File: config.mk
export PLATFORM = sky130hd
export DESIGN_NAME = regfile_bypass_param_flat
export DESIGN_NICKNAME = d
export VERILOG_FILES = /design/src/rtl/regfile_bypass_param_pkg.sv /design/src/rtl/regfile_bypass_param_if.sv /design/src/rtl/regfile_bypass_param_reg_param.sv /design/src/rtl/regfile_bypass_param.sv /design/src/flat_wrapper.sv
export SDC_FILE = /design/constraint.sdc
export NUM_CORES = 1
export LEC_CHECK = 0
export BUFFER_PORTS_ARGS = -buffer_cell sky130_fd_sc_hd__buf_2
export CAP_MARGIN = 40
export CORE_UTILIZATION = 50
export CTS_CLUSTER_SIZE = 30
export DETAILED_ROUTE_END_ITERATION = 8
export GPL_ROUTABILITY_DRIVEN = 1
export PLACE_DENSITY = 0.67
export SETUP_SLACK_MARGIN = 0.02
export SLEW_MARGIN = 10
export SYNTH_ARGS = -nofsm -noshare
export SYNTH_HDL_FRONTEND = slang
export SYNTH_SLANG_ARGS = --single-unit
export TNS_END_PERCENT = 30
File: constraint.sdc
create_clock -name clk -period 8.5 [get_ports clk]
set_input_delay 1.7 -clock clk [delete_from_list [all_inputs] [get_ports clk]]
set_output_delay 1.7 -clock clk [all_outputs]
set_load 0.02 [all_outputs]
File: src/rtl/regfile_bypass_param_pkg.sv
// Shared constants and helpers for the decode-stage register file and the
// stages that talk to it.
package regfile_bypass_param_pkg;

    localparam int DEF_DATA_W   = 16;
    localparam int DEF_NUM_REGS = 8;

    // Smallest select width that can address 'value' entries.
    function automatic int clog2(input int value);
        int result;
        result = 0;
        while ((1 << result) < value) begin
            result = result + 1;
        end
        return result;
    endfunction

    localparam int DEF_ADDR_W = clog2(DEF_NUM_REGS);

    // Where a read port takes its data from in the current cycle.
    typedef enum logic [1:0] {
        SRC_ZERO,
        SRC_STORE,
        SRC_BYPASS
    } read_src_e;

endpackage

File: src/rtl/regfile_bypass_param_if.sv
// Read/write bus between the decode stage and the register file.
interface regfile_bypass_param_if
    import regfile_bypass_param_pkg::*;
#(
    parameter int DATA_W = DEF_DATA_W,
    parameter int ADDR_W = DEF_ADDR_W
);

    logic [ADDR_W-1:0] read1RegSel;
    logic [ADDR_W-1:0] read2RegSel;
    logic [ADDR_W-1:0] writeRegSel;
    logic [DATA_W-1:0] writeData;
    logic              writeEn;
    logic [DATA_W-1:0] read1Data;
    logic [DATA_W-1:0] read2Data;
    logic              err;

    // Decode side: issues selects and write data, receives read data.
    modport master (
        output read1RegSel,
        output read2RegSel,
        output writeRegSel,
        output writeData,
        output writeEn,
        input  read1Data,
        input  read2Data,
        input  err
    );

    // Register file side.
    modport slave (
        input  read1RegSel,
        input  read2RegSel,
        input  writeRegSel,
        input  writeData,
        input  writeEn,
        output read1Data,
        output read2Data,
        output err
    );

endinterface

File: src/rtl/regfile_bypass_param_reg_param.sv
// Storage cells: the basic clearable flop and a write-enabled register
// built on top of it.
module dff #(
    parameter int W = 16
) (
    input  logic         clk,
    input  logic         rst,
    input  logic [W-1:0] d,
    output logic [W-1:0] q
);

    // Plain flop with asynchronous active-high clear.
    always_ff @(posedge clk or posedge rst) begin
        if (rst) begin
            q <= '0;
        end else begin
            q <= d;
        end
    end

endmodule

module reg_param #(
    parameter int DATA_W = 16
) (
    input  logic              clk,
    input  logic              rst,
    input  logic              en,
    input  logic [DATA_W-1:0] d,
    output logic [DATA_W-1:0] q
);

    logic [DATA_W-1:0] next_q;

    // Recirculate the stored value unless this register is being written.
    always_comb begin
        next_q = en ? d : q;
    end

    dff #(.W(DATA_W)) u_dff (
        .clk (clk),
        .rst (rst),
        .d   (next_q),
        .q   (q)
    );

endmodule

File: src/rtl/regfile_bypass_param.sv
// Decode-stage register file: two combinational read ports, one write port,
// optional same-cycle write forwarding, optional hard-wired zero register
// and a sticky flag for selects that point past the last register.
module regfile_bypass_param
    import regfile_bypass_param_pkg::*;
#(
    parameter int DATA_W    = DEF_DATA_W,
    parameter int NUM_REGS  = DEF_NUM_REGS,
    parameter int ADDR_W    = DEF_ADDR_W,
    parameter int BYPASS_EN = 1,
    parameter int ZERO_REG  = 0
) (
    input logic                   clk,
    input logic                   rst,
    regfile_bypass_param_if.slave bus
);

    // One extra bit so NUM_REGS itself is representable for the range check.
    localparam logic [ADDR_W:0] REG_LIMIT  = (ADDR_W + 1)'(NUM_REGS);
    localparam bit              BYPASS_ON  = (BYPASS_EN != 0);
    localparam bit              ZERO_ON    = (ZERO_REG != 0);

    logic [DATA_W-1:0] reg_q [NUM_REGS];

    logic              sel1_ok;
    logic              sel2_ok;
    logic              wsel_ok;
    logic              write_ok;
    logic              write_fwd;
    logic              bypass1;
    logic              bypass2;
    logic [DATA_W-1:0] stored1;
    logic [DATA_W-1:0] stored2;
    read_src_e         src1;
    read_src_e         src2;
    logic [DATA_W-1:0] rd1;
    logic [DATA_W-1:0] rd2;
    logic              err_q;
    logic              err_set;

    // Range checks on all three selects, and the qualified write strobe.
    always_comb begin
        sel1_ok  = ({1'b0, bus.read1RegSel} < REG_LIMIT);
        sel2_ok  = ({1'b0, bus.read2RegSel} < REG_LIMIT);
        wsel_ok  = ({1'b0, bus.writeRegSel} < REG_LIMIT);
        write_ok = bus.writeEn && wsel_ok;
    end

    // Register array; entry 0 becomes a constant when the zero register is on.
    for (genvar i = 0; i < NUM_REGS; i++) begin : g_reg
        if (ZERO_ON && (i == 0)) begin : g_zero
            assign reg_q[i] = '0;
        end else begin : g_store
            logic hit;
            assign hit = write_ok && (bus.writeRegSel == ADDR_W'(i));
            reg_param #(.DATA_W(DATA_W)) u_reg (
                .clk (clk),
                .rst (rst),
                .en  (hit),
                .d   (bus.writeData),
                .q   (reg_q[i])
            );
        end
    end

    // Stored-value muxes; a select with no matching register yields zero.
    always_comb begin
        stored1 = '0;
        stored2 = '0;
        for (int k = 0; k < NUM_REGS; k++) begin
            if (bus.read1RegSel == ADDR_W'(k)) begin
                stored1 = reg_q[k];
            end
            if (bus.read2RegSel == ADDR_W'(k)) begin
                stored2 = reg_q[k];
            end
        end
    end

    // Forwarding is only legal for a write that will actually land, and is
    // suppressed during reset so the ports read zero while rst is high.
    always_comb begin
        write_fwd = BYPASS_ON && !rst && write_ok &&
                    !(ZERO_ON && (bus.writeRegSel == '0));
        bypass1   = write_fwd && (bus.read1RegSel == bus.writeRegSel);
        bypass2   = write_fwd && (bus.read2RegSel == bus.writeRegSel);
    end

    // Pick the data source for each port independently.
    always_comb begin
        src1 = SRC_ZERO;
        src2 = SRC_ZERO;
        if (bypass1) begin
            src1 = SRC_BYPASS;
        end else if (sel1_ok) begin
            src1 = SRC_STORE;
        end
        if (bypass2) begin
            src2 = SRC_BYPASS;
        end else if (sel2_ok) begin
            src2 = SRC_STORE;
        end
    end

    // Drive the read data from the chosen source.
    always_comb begin
        rd1 = '0;
        rd2 = '0;
        case (src1)
            SRC_BYPASS: rd1 = bus.writeData;
            SRC_STORE:  rd1 = stored1;
            default:    rd1 = '0;
        endcase
        case (src2)
            SRC_BYPASS: rd2 = bus.writeData;
            SRC_STORE:  rd2 = stored2;
            default:    rd2 = '0;
        endcase
    end

    // Any out-of-range read select, or an enabled out-of-range write, trips err.
    always_comb begin
        err_set = !sel1_ok || !sel2_ok || (bus.writeEn && !wsel_ok);
    end

    // Sticky error flag, cleared only by reset.
    always_ff @(posedge clk or posedge rst) begin
        if (rst) begin
            err_q <= 1'b0;
        end else if (err_set) begin
            err_q <= 1'b1;
        end
    end

    assign bus.read1Data = rd1;
    assign bus.read2Data = rd2;
    assign bus.err       = err_q;

endmodule

File: src/flat_wrapper.sv
// flat-port wrapper written by rule: the top's interface ports become plain ports
module regfile_bypass_param_flat import regfile_bypass_param_pkg::*;
#(
    parameter int DATA_W    = DEF_DATA_W,
    parameter int NUM_REGS  = DEF_NUM_REGS,
    parameter int ADDR_W    = DEF_ADDR_W,
    parameter int BYPASS_EN = 1,
    parameter int ZERO_REG  = 0
)
  (clk, rst, bus_read1RegSel, bus_read2RegSel, bus_writeRegSel, bus_writeData, bus_writeEn, bus_read1Data, bus_read2Data, bus_err);
  regfile_bypass_param_if #(.DATA_W(DATA_W), .ADDR_W(ADDR_W)) bus_i ();
  input logic clk;
  input logic rst;
  input wire logic [$bits(bus_i.read1RegSel)-1:0] bus_read1RegSel;
  input wire logic [$bits(bus_i.read2RegSel)-1:0] bus_read2RegSel;
  input wire logic [$bits(bus_i.writeRegSel)-1:0] bus_writeRegSel;
  input wire logic [$bits(bus_i.writeData)-1:0] bus_writeData;
  input wire logic [$bits(bus_i.writeEn)-1:0] bus_writeEn;
  output wire logic [$bits(bus_i.read1Data)-1:0] bus_read1Data;
  output wire logic [$bits(bus_i.read2Data)-1:0] bus_read2Data;
  output wire logic [$bits(bus_i.err)-1:0] bus_err;
  assign bus_i.read1RegSel = bus_read1RegSel;
  assign bus_i.read2RegSel = bus_read2RegSel;
  assign bus_i.writeRegSel = bus_writeRegSel;
  assign bus_i.writeData = bus_writeData;
  assign bus_i.writeEn = bus_writeEn;
  assign bus_read1Data = bus_i.read1Data;
  assign bus_read2Data = bus_i.read2Data;
  assign bus_err = bus_i.err;
  regfile_bypass_param #(.DATA_W(DATA_W), .NUM_REGS(NUM_REGS), .ADDR_W(ADDR_W), .BYPASS_EN(BYPASS_EN), .ZERO_REG(ZERO_REG)) u_core (.clk(clk), .rst(rst), .bus(bus_i));
endmodule
# --- Word level (Yosys, flattened, before mapping) ---
# Cells that the tools add are included.
op_classes:
  eq_ne: 27
  mux: 20
  n_reduce_logical: 15
ops:
  columns: ["cell", "count"]
  rows:
  - ["two-way mux 16 bit", 16]
  - ["case mux 16 bit (2 select lines)", 2]
  - ["== test 3 bit, second input constant", 12]
  - ["== test 3 x 2 -> 1 bit, second input constant", 6]
  - ["logical AND 1 bit", 11]
  - ["== test 3 x 1 -> 1 bit, second input constant", 3]
  - ["zero test 3 bit", 3]
  - ["== test 3 bit", 2]
  - ["== test 2 x 1 -> 1 bit, second input constant", 2]
  - ["== test 2 bit, second input constant", 2]
  - ["two-way mux 2 bit", 2]
  - ["zero test 1 bit", 1]
totals:
  regBits: 128
  input_bits: 28
  output_inout_bits: 33
  word_cells: 70

# --- Longest topological paths before layout ---
depth:
  depth_word: 10
  ltp_mapped: 7
  ltp_nobuf: 4

# --- Modules after synthesis ---
# From an unflattened synthesis, not the netlist that was laid out.
hier_totals:
  cells_unflattened: 767
  area_unflattened_um2: 8325.5
by_module_without_submodules:
  columns: ["module", "instances", "cells_per_inst", "area_per_inst_um2", "seq_area_each_um2"]
  rows:
  - ["dff", 8, 17, 404.1, 400.4]
  - ["regfile_bypass_param", 1, 487, 3100.5, 0.0]
  - ["reg_param", 8, 18, 249.0, 0.0]

# --- Worst setup path before layout ---
# Ideal clock, no wire load.
synth_timing:
  path_type: "input-to-output"
  start: "input bus_writeRegSel[2]"
  end: "output bus_read1Data[14]"
  arrival_time_ns: 3.050
  t_required_ns: 6.800
  slack_ns: 3.750
  path_stages: 5
  path_buffers: 2
  cell_sequence: "buf_4 -> xnor2_1 -> nand4_2 -> buf_4 -> a221oi_1"
synth_between:
  elab_chain_cells: 5
  word_cells_on_any_way: 6
  cone_classes: "eq/ne: 3; mux: 2; reduce/logical: 1"
synth_lines:
  columns: ["element", "line", "text"]
  rows:
  - ["start: declaration", "flat_wrapper.sv:16", "input wire logic [$bits(bus_i.writeRegSel)-1:0] bus_writeRegSel;"]
  - ["== test 3 bit *", "regfile_bypass_param.sv:85", "bypass1 = write_fwd && (bus.read1RegSel == bus.writeRegSel);"]
  - ["logical AND 1 bit *", "regfile_bypass_param.sv:85", null]
  - ["two-way mux 2 bit *", "regfile_bypass_param.sv:93", "if (bypass1) begin"]
  - ["== test 2 x 1 -> 1 bit or == test 2 bit (tied branches)", "regfile_bypass_param.sv:109", "case (src1)"]
  - ["case mux 16 bit (2 select lines) *", "regfile_bypass_param.sv:109", null]
  - ["end: declaration", "flat_wrapper.sv:19", "output wire logic [$bits(bus_i.read1Data)-1:0] bus_read1Data;"]
# Every way passes the cells marked *; elsewhere a longest branch is shown, timed or not.

# --- Worst setup path in the final report ---
layout_timing:
  start: "input bus_read1RegSel[1]"
  end: "output bus_read1Data[9]"
layout_between:
  elab_chain_cells: 10
  word_cells_on_any_way: 22
  cone_classes: "eq/ne: 10; mux: 10; reduce/logical: 2"
layout_lines:
  columns: ["element", "line", "text"]
  rows:
  - ["start: declaration", "flat_wrapper.sv:14", "input wire logic [$bits(bus_i.read1RegSel)-1:0] bus_read1RegSel;"]
  - ["zero test 3 bit", "regfile_bypass_param.sv:71", "if (bus.read1RegSel == ADDR_W'(k)) begin"]
  - ["two-way mux 16 bit (8 in series)", "regfile_bypass_param.sv:71", null]
  - ["case mux 16 bit (2 select lines) *", "regfile_bypass_param.sv:109", null]
# Marks and branches as above.

==> run_results.csv <==
group,metric,value,unit
power,clkPwrFrac,36.7,%
finish,largest_reg_flops,128,
finish,n_fill_cell,1281,
yosys,synth_top_family_by_area,"multiplexers",
yosys,muxShareOfSynthArea,29.7,%
finish,final_nets,765,
power,max-vdd-ir-drop,0.155,mV
route,avgRoutedWirePerCell,22.5,um
clock_tree,clkTransAtPathRegs,0.05,ns
floorplanning,placementRows,45,
power,power_switching,602,uW
yosys,synth_nets,744,
floorplanning,die-area,16200,um2
timing,hold_viol,0,
floorplanning,start_util,51.4,%
worst_setup_path,cp_max_fo,33,
yosys,synth-simple-area-share,11.6,%
grt,grt_max_degree,67,
yosys,synth_common_cells,"128 x dfrtp_1, 100 x mux2_2, 76 x o21ai_0",
route,vias_per_cell,6.32,
yosys,ys.flop_type,"dfrtp_1",
placement,dp_hpwl,13200,um
finish,drive_above_1_share,33.9,%
yosys,netlist_area,7850,um2
route,num_vias,6063,
finish,top_register,"u_core.g.g_store.u_reg.u_dff.q",
route,wirelength,21600,um
flow_run,timing.max_cap.violations,0,
outcome,status,"completed",
timing,post-route-period-util,68.8,%
worst_setup_path,cp.required,6.80,ns
clock_tree,hold_buffers,0,
finish,diodes,0,
clock_tree,htree_levels,4,
yosys,synth.avg_cell_area,11.0,um2
yosys,synth_area_leaders,"dfrtp_1 41%, mux2_2 14%, mux2i_1 8.5%",
worst_setup_path,arrival,4.14,ns
floorplanning,ios,61,
placement,io_buffers,59,
timing,fin_setup_tns,0,ns
yosys,ys_types,43,
grt,antenna_found_initial,0,
clock_tree,cts_tree,"done",
timing,maxSlewViolCount,0,
clock_tree,post_cts_resized,0,
route,drtPass1Iterations,5,
timing,fin_skew,0,ns
clock_tree,cts_buffers,17,
placement,gpl.final_weighted_congestion,0.842,
grt,grt_pass1_vias,6189,
yosys,synth_fa_ha_area_share,0,%
yosys,synth_top_cell_area_share,40.8,%
power,p_leak,0.00383,uW
yosys,synth_edf_count,0,
route,drt_iter0_drc,485,
route,route.detailed.drc,0,
yosys,yosys_warnings,0,
yosys,synth-seq-cells,128,
clock_tree,root_buffer,"clkbuf_16",
finish,top_regs,"u_core.g.g_store.u_reg.u_dff.q (128)",
power,seq_power_share,40.2,%
worst_setup_path,setup.worst_path.class,"in2out",
yosys,ys_seq_area_share,40.8,%
yosys,yosys.area.top_type,"dfrtp_1",
worst_setup_path,cp-start-kind,"primary input",
power,p_sw_share,28.6,%
timing,fmax,0.171,GHz
floorplanning,core_region_area,15300,um2
worst_setup_path,worstSetupEndpointType,"primary output",
grt,track_usage,28.0,%
clock_tree,clkLatencyLatePin,0.42,ns
clock_tree,cts_sinks,128,
timing,worst_pin_slew,0.884,ns
floorplanning,dieHeight,127,um
timing,min_period,5.84,ns
yosys,synth_cells,716,
yosys,synth-xor-area-share,0.669,%
grt,grt_overflow,0,
timing,setup_viol,0,
grt,grt_pass1_wl,34200,um
finish,area_growth,12.1,%
worst_hold_path,min_path_type,"reg2reg",
power,cell_internal_pwr,1500,uW
clock_tree,clk_path_buf_depth,2,
timing,rsz0062_at_grt,"no",
yosys,synth_compound_area_share,11.7,%
route,postRouteAntennaNets,0,
power,power_density,239,nW/um2
floorplanning,die_w,127,um
clock_tree,cts_setup_buffers,0,
power,combPwrFrac,23.1,%
timing,max_slew_margin,41.1,%
timing,worst_hold_slack,0.508,ns
yosys,ys_async_sr_fraction,100,%
yosys,synth.most_common_cell,"dfrtp_1",
[metrics by stage]
stage | total power, uW | worst slack, ns | std cells | util [%] | cell area [um2]
floorplan | 1200 | 3.39 | 716 | - | 7850
global placement | 1310 | 2.71 | 925 | 52.9 | 8080
detailed placement | 1340 | 2.68 | 929 | 53.5 | 8170
CTS | 2110 | 2.67 | 960 | 57.7 | 8800
global route | 2200 | 2.57 | 960 | 57.7 | 8800
finish | 2110 | 2.66 | 960 | 57.7 | 8800
[final cells by class]
type | count | area (um2) | share of cell area [%]
clock buffers | 27 | 533 | 6.06
clock inverters | 4 | 95.1 | 1.08
inverters | 5 | 21.3 | 0.242
multi-input cells | 511 | 4210 | 47.9
flip-flops and latches | 128 | 3200 | 36.4
well taps | 211 | 264 | 3.00
repair buffers | 74 | 472 | 5.36
[metal layers]
metal,vias up,share of wire [%],GRT usage (%),wire length (um)
met1,3115,43,36.1,9200
met5,-,0,0,0
li1,2638,-,-,-
met3,42,6.4,5.57,1390
met4,0,2.5,10.5,532
met2,268,49,46.7,10500
[final timing paths]
kind | startpoint | endpoint | slack, ns | cells after the start
hold / removal | u_core.g_reg[5].g_store.u_reg.u_dff.q[8]$_DFFE_PP0P_ | u_core.g_reg[5].g_store.u_reg.u_dff.q[8]$_DFFE_PP0P_ | 0.51 | 2
max in group asynchronous | rst | u_core.g_reg[6].g_store.u_reg.u_dff.q[5]$_DFFE_PP0P_ | 5.70 | 3
setup reg to reg | u_core.g_reg[2].g_store.u_reg.u_dff.q[2]$_DFFE_PP0P_ | u_core.g_reg[2].g_store.u_reg.u_dff.q[2]$_DFFE_PP0P_ | 7.70 | 1
hold reg to reg | u_core.g_reg[5].g_store.u_reg.u_dff.q[8]$_DFFE_PP0P_ | u_core.g_reg[5].g_store.u_reg.u_dff.q[8]$_DFFE_PP0P_ | 0.51 | 2
min in group asynchronous | rst | u_core.g_reg[1].g_store.u_reg.u_dff.q[14]$_DFFE_PP0P_ | 1.43 | 2
setup / recovery | bus_read1RegSel[1] | bus_read1Data[9] | 2.66 | 6
[cells by family after synthesis]
kind of cell | after synthesis
AND/OR/NAND/NOR | 161
other | 1
XOR/XNOR | 6
AO/OA/AOI/OAI | 146
flip-flops | 128
buffers and inverters | 77
multiplexers | 197
[worst max-delay path, cell delays in order]
cell	delay [ns]
buf_2	0.65
nand3_1	0.80
or2_2	0.54
mux2i_1	0.13
a31oi_1	0.08
buf_2	0.21
[cells in the final DEF, fill, tap and decap left out, drive strengths merged]
master,instances
nand4b,3
and2b,1
mux4,14
nor2b,7
conb,1
bufinv,3
nand4,3
o2bb2ai,5
clkinv,1
nor2,73
dfrtp,128
a41oi,1
a31oi,11
clkbuf,27
nand2,15
inv,5
mux2i,67
a21oi,7
a22oi,3
a221oi,14
o21ai,81
and2,12
o221ai,3
xnor2,6
mux2,116
nand2b,15
nor3b,23
nor3,2
buf,74
or2,4
o22ai,21
nand3,2
and3,1
[power groups by stage]
stage | clock network, uW | registers, uW | logic, uW
floorplan | 0 | 820 | 383
global placement | 0 | 840 | 469
detailed placement | 0 | 851 | 486
CTS | 780 | 843 | 489
global route | 809 | 863 | 527
finish | 772 | 847 | 487
(Power assumes the default switching activity.)
